File: src/rtl/iz_param_serializer.sv
// Serialises one {a,b,c,d} parameter frame onto the IZ loader's 1-bit link, MSB first.
// Optional WAIT timeout with sticky error flag: define IZ_SER_TIMEOUT_EN.
module iz_param_serializer #(
    parameter int unsigned DATA_W         = 8,
    parameter int unsigned TIMEOUT_CYCLES = 16
) (
    input  logic              clk,
    input  logic              reset,
    input  logic              enable,
    input  logic              in_valid,
    output logic              in_ready,
    input  logic [DATA_W-1:0] in_a,
    input  logic [DATA_W-1:0] in_b,
    input  logic [DATA_W-1:0] in_c,
    input  logic [DATA_W-1:0] in_d,
    output logic              serial_data_out,
    output logic              load_enable_out,
    input  logic              params_ready_in,
    output logic              busy,
    output logic              done,
    output logic              error,
    output logic [2:0]        ser_state
);

    localparam int unsigned FrameW = 4 * DATA_W;
    localparam int unsigned CntW   = $clog2(FrameW);
    localparam logic [CntW-1:0] LastBit = CntW'(FrameW - 1);

    typedef enum logic [2:0] {
        StIdle  = 3'd0,
        StPre   = 3'd1,
        StShift = 3'd2,
        StWait  = 3'd3,
        StDone  = 3'd4,
        StTout  = 3'd5
    } state_e;

    state_e            state_q;
    logic [FrameW-1:0] frame_q;
    logic [CntW-1:0]   bit_cnt_q;

`ifdef IZ_SER_TIMEOUT_EN
    localparam int unsigned WaitW = $clog2(TIMEOUT_CYCLES + 1);
    localparam logic [WaitW-1:0] WaitLast = WaitW'(TIMEOUT_CYCLES - 1);
    logic [WaitW-1:0] wait_cnt_q;
`endif

    assign in_ready  = (state_q == StIdle) && enable;
    assign ser_state = state_q;

    always_ff @(posedge clk) begin
        if (reset) begin
            state_q         <= StIdle;
            frame_q         <= '0;
            bit_cnt_q       <= '0;
            serial_data_out <= 1'b0;
            load_enable_out <= 1'b0;
            busy            <= 1'b0;
            done            <= 1'b0;
            error           <= 1'b0;
`ifdef IZ_SER_TIMEOUT_EN
            wait_cnt_q      <= '0;
`endif
        end else if (enable) begin
            done <= 1'b0;
            unique case (state_q)
                StIdle: begin
                    if (in_valid) begin
                        frame_q         <= {in_a, in_b, in_c, in_d};
                        error           <= 1'b0;
                        load_enable_out <= 1'b1;
                        serial_data_out <= 1'b0;
                        busy            <= 1'b1;
                        state_q         <= StPre;
                    end
                end
                StPre: begin
                    bit_cnt_q       <= '0;
                    serial_data_out <= frame_q[FrameW-1];
                    frame_q         <= frame_q << 1;
                    state_q         <= StShift;
                end
                StShift: begin
                    if (bit_cnt_q == LastBit) begin
                        load_enable_out <= 1'b0;
                        serial_data_out <= 1'b0;
                        state_q         <= StWait;
`ifdef IZ_SER_TIMEOUT_EN
                        wait_cnt_q      <= '0;
`endif
                    end else begin
                        bit_cnt_q       <= bit_cnt_q + 1'b1;
                        serial_data_out <= frame_q[FrameW-1];
                        frame_q         <= frame_q << 1;
                    end
                end
                StWait: begin
                    if (params_ready_in) begin
                        done    <= 1'b1;
                        state_q <= StDone;
                    end
`ifdef IZ_SER_TIMEOUT_EN
                    else if (wait_cnt_q == WaitLast) begin
                        error   <= 1'b1;
                        state_q <= StTout;
                    end else begin
                        wait_cnt_q <= wait_cnt_q + 1'b1;
                    end
`endif
                end
                StDone, StTout: begin
                    busy    <= 1'b0;
                    state_q <= StIdle;
                end
                default: state_q <= StIdle;
            endcase
        end
    end

endmodule
File: config.mk
export PLATFORM = sky130hd
export DESIGN_NAME = iz_param_serializer
export DESIGN_NICKNAME = d
export VERILOG_FILES = /design/src/rtl/iz_param_serializer.sv
export SDC_FILE = /design/constraint.sdc
export NUM_CORES = 1
export LEC_CHECK = 0
export ABC_AREA = 1
export CAP_MARGIN = 25
export CORE_UTILIZATION = 33
export DETAILED_ROUTE_END_ITERATION = 8
export SLEW_MARGIN = 5
export SYNTH_ARGS = -nofsm -noshare
export SYNTH_HDL_FRONTEND = slang
export SYNTH_SLANG_ARGS = --single-unit
File: constraint.sdc
create_clock -name clk -period 3 [get_ports clk]
set_clock_uncertainty 0.15 [all_clocks]
set_input_delay 0.6 -clock clk [delete_from_list [all_inputs] [get_ports clk]]
set_output_delay 0.6 -clock clk [all_outputs]
set_load 0.03 [all_outputs]
==> metrics.md <==
| Metric | Value |
|---|---|
| Crit path cell chain | ha_1 > nand2_1 > nor2_1 > ha_1 > nand3_1 > nand2_4 > nor2_4 > inv_2 > nor2_1 > nor2_1 |
| Share of cells above drive strength 1 | 0.0520 |
| DRT iter0 DRCs | approximately 120 |
| Worst path max stage delay | 0.43 ns |
| Die Ht | between 80 and 90 um |
| Cell Pwr Density | roughly 500 nW/um^2 |
| Area share of the largest cell type after synthesis | 0.359 |
| # IOs | 46 |
| DRC viols | 0 |
| Final Cell Area | between 2000 and 3000 um^2 |
| Postcts setup bufs | 0 |
| Vias per cell | approximately 4.4 |
| Most used cell, CP | nor2_1 |
| Max-cap violations | 0 |
| Synth cell types | 23 |
| Switch Pwr | between 500 and 600 uW |
| Final setup violating endpoints | 0 |
| Peak VDD IR | approximately 0.00023 V |
| Sequential Power Share | 0.456 |
| Clk buf depth | 2 |
| Post-synth top cells | 151 x nand2_1, 75 x nor2_1, 44 x dfxtp_1 |
| Die X | roughly 88 um |
| RSZ-0062 raised after global routing | false |
| Worst slew pin tran | around 0.63 ns |
| First-pass GRT wire length | between 9000 and 10000 um |
| Final period util | 0.769 |
| Largest net degree at the start of global routing | 39 |
| Fill cells | between 800 and 900 |
| Worst-Skew Late Latency | 0.30 ns |
| Crit path launch type | flip-flop |
| Crit path buffers/inverters | 1 |
| Met1 WL | roughly 2700 um |
| Arrival @ worst endpoint | about 2.4 ns |
| Min-delay src | busy$_SDFFE_PP0P_ |
| Switching part of the total | 0.346 |
| Slew margin rel. | 0.579 |
| Met3 wire len | approximately 240 um |
| Int Power | approximately 980 uW |
| Number of synthesized flops with an enable pin | 0 |
| Remaining global-route overflow | 0 |
| CP Capture Type | flip-flop |
| GRT Total Usage | 0.153 |
| Stages on the worst setup path | 10 |
| Required @ worst endpoint | just over 3 ns |
| Fin. max-slew vios | 0 |
| Yosys top cell by area | dfxtp_1 |
| CTS buffer count | 5 |
| Vias in the first global route | approximately 2200 |
| Reg2Reg Depth | 10 |
| Initial Utilization | 0.340 |
| Syn Inst Count | between 400 and 500 |
| Clock power share | 0.234 |
| FF-to-FF End | frame_q[21]$_SDFFE_PP0P_ |
| Final #Nets | about 480 |
| Core area | around 7200 um^2 |
| Layout area overhead | 21.5% |
| Top Metal Used | met4 |
| N_diodes | 0 |
| Placed Instance Area | approximately 2900 um^2 |
| Register bit total from synthesis | between 40 and 50 |
| Top_reg_cell synth | dfxtp_1 |
| Tmin final | approximately 2.3 ns |
| Final hold violation count | 0 |
| DRT antenna net count | 0 |
| DR vias | roughly 2400 |
| Post-synthesis sequential area ratio | 0.359 |
| Crit path launch | bit_cnt_q[0]$_SDFFE_PP0P_ |
| Avg Inst Size Synth | between 6 and 7 um^2 |
| Syn. warnings | 0 |
| Port Buffers | 44 |
| Max Clk Rate | around 430 MHz |
| Initial antenna violation count | 0 |
| CTS Root Cell | clkbuf_8 |
| R2r startpoint | bit_cnt_q[0]$_SDFFE_PP0P_ |
| Post_cts resized | 0 |
| Total wire length | ~5600 um |
| CP top delay family | simple AND/OR/NAND/NOR gates |
| Leak | 0.00142 uW |
| Hold buffer count at CTS | 0 |
| CTS Sinks | 44 |
| Routability cong. | 0.840 |
| CTS H-tree lvls | 2 |
| WL met2 | 2640 um |
| Main area contributors after synthesis | dfxtp_1 36%, nand2_1 23%, nor2_1 11% |
| Min-Delay Path Class | flip-flop to flip-flop |
| Slowest cell on crit path | inv_2 |
| DRT Pass-1 Iters | 4 |
| Syn Std Cell Area | 2450 um^2 |
| Syn nets | roughly 450 |
| Cell Rows | 31 |
| Comb power frac | 0.310 |
| Worst hold endpoint | busy$_SDFFE_PP0P_ |
| WS Path Type | flip-flop to flip-flop |
| Die ar. | 7780 um^2 |
| Reg2reg setup slack | about 0.69 ns |
| CTS tree | yes |
| Status | finished, final reports clean |
| Hold path cells | 2 |
| Worst-path clk slew | 0.08 ns |
| Count leader, synth | nand2_1 |
| Post-synth ARST share | 0 |
| Sum Neg Setup Slack | 0 ns |
| Hpwl dp | roughly 3700 um |
| WL/cell | ~10 um |
| Critical path peak fanout | 32 |
sequential cells by signal (all words and copies together), names as in the netlist:
register and count:
ser_state 3, frame_q 32, load_enable_out 1, serial_data_out 1
done 1, bit_cnt_q 5, busy 1
per-stage QoR:
step | setup slack, ns | total power (uW) | util | std cells | hold WS (ns)
detailed placement | 0.692 | 1170 | 0.402 | 534 | 0.307
global route | 0.483 | 1610 | 0.413 | 541 | 0.333
CTS | 0.670 | 1520 | 0.413 | 541 | 0.321
global placement | 0.721 | 1160 | 0.402 | 534 | 0.300
floorplan | 0.748 | 1050 | - | 408 | 0.295
finish | 0.694 | 1500 | 0.413 | 541 | 0.314
cell type report:
type                       count  area [um^2]  area share
clock buffer                   6         72.6      0.0243
timing repair buffer          49          475       0.160
sequential                    44          881       0.296
tap                           99          124      0.0416
clock inverter                 1         5.00     0.00168
multi-input combinational    296         1250       0.419
inverter                      46          173      0.0579
worst min-delay path: cells and delay by family, from the launching register on:
family          cells  cell delay, ns
flops               1            0.32
compound gates      1            0.05
buf+inv             1            0.05
placed cells by master (no fill, tap or decap), drive strengths merged, types with 3 or more instances in the layout:
cell / Yosys / routed
nand2: 156 / 156
nor2: 77 / 77
inv: 45 / 45
dfxtp: 44 / 44
clkdlybuf4s50: 0 / 43
o21ai: 34 / 34
nand3: 9 / 9
a21oi: 8 / 8
buf: 15 / 6
clkbuf: 7 / 6
nor3: 4 / 4
nand4: 3 / 3
power groups by stage:
stage	clock network [uW]	logic [uW]	registers [uW]
2_1_floorplan	0	349	706
3_3_place_gp	0	464	696
3_5_place_dp	0	471	698
4_1_cts	367	472	684
5_1_grt	381	542	692
6_report	351	465	685
logic make-up (layout without fill, tap and decap cells):
family / after synthesis / after routing / synth area share
AND/OR/NAND/NOR: 249 / 249 / 0.406
AO/OA/AOI/OAI: 44 / 44 / 0.0918
buffers and inverters: 68 / 102 / 0.132
other: 1 / 1 / 0.00153
flip-flops: 44 / 44 / 0.359
adder cells (fa/ha/maj): 2 / 2 / 0.0102
metal layers:
| layer | global-route usage | up-vias |
|---|---|---|
| met2 | 0.276 | 37 |
| met1 | 0.179 | 1042 |
| met3 | 0.0308 | 7 |
| li1 | - | 1293 |
| met5 | 0 | - |
| met4 | 0.0528 | 0 |
worst max-delay path by stage:
stage / end / slack, ns
2_1_floorplan: in_ready / 0.75
3_5_place_dp: frame_q[17]$_SDFFE_PP0P_ / 0.69
5_1_grt: frame_q[3]$_SDFFE_PP0P_ / 0.48
4_1_cts: frame_q[17]$_SDFFE_PP0P_ / 0.67
6_report: frame_q[21]$_SDFFE_PP0P_ / 0.69
3_3_place_gp: frame_q[12]$_SDFFE_PP0P_ / 0.72
Power figures use the tool's default switching activity.
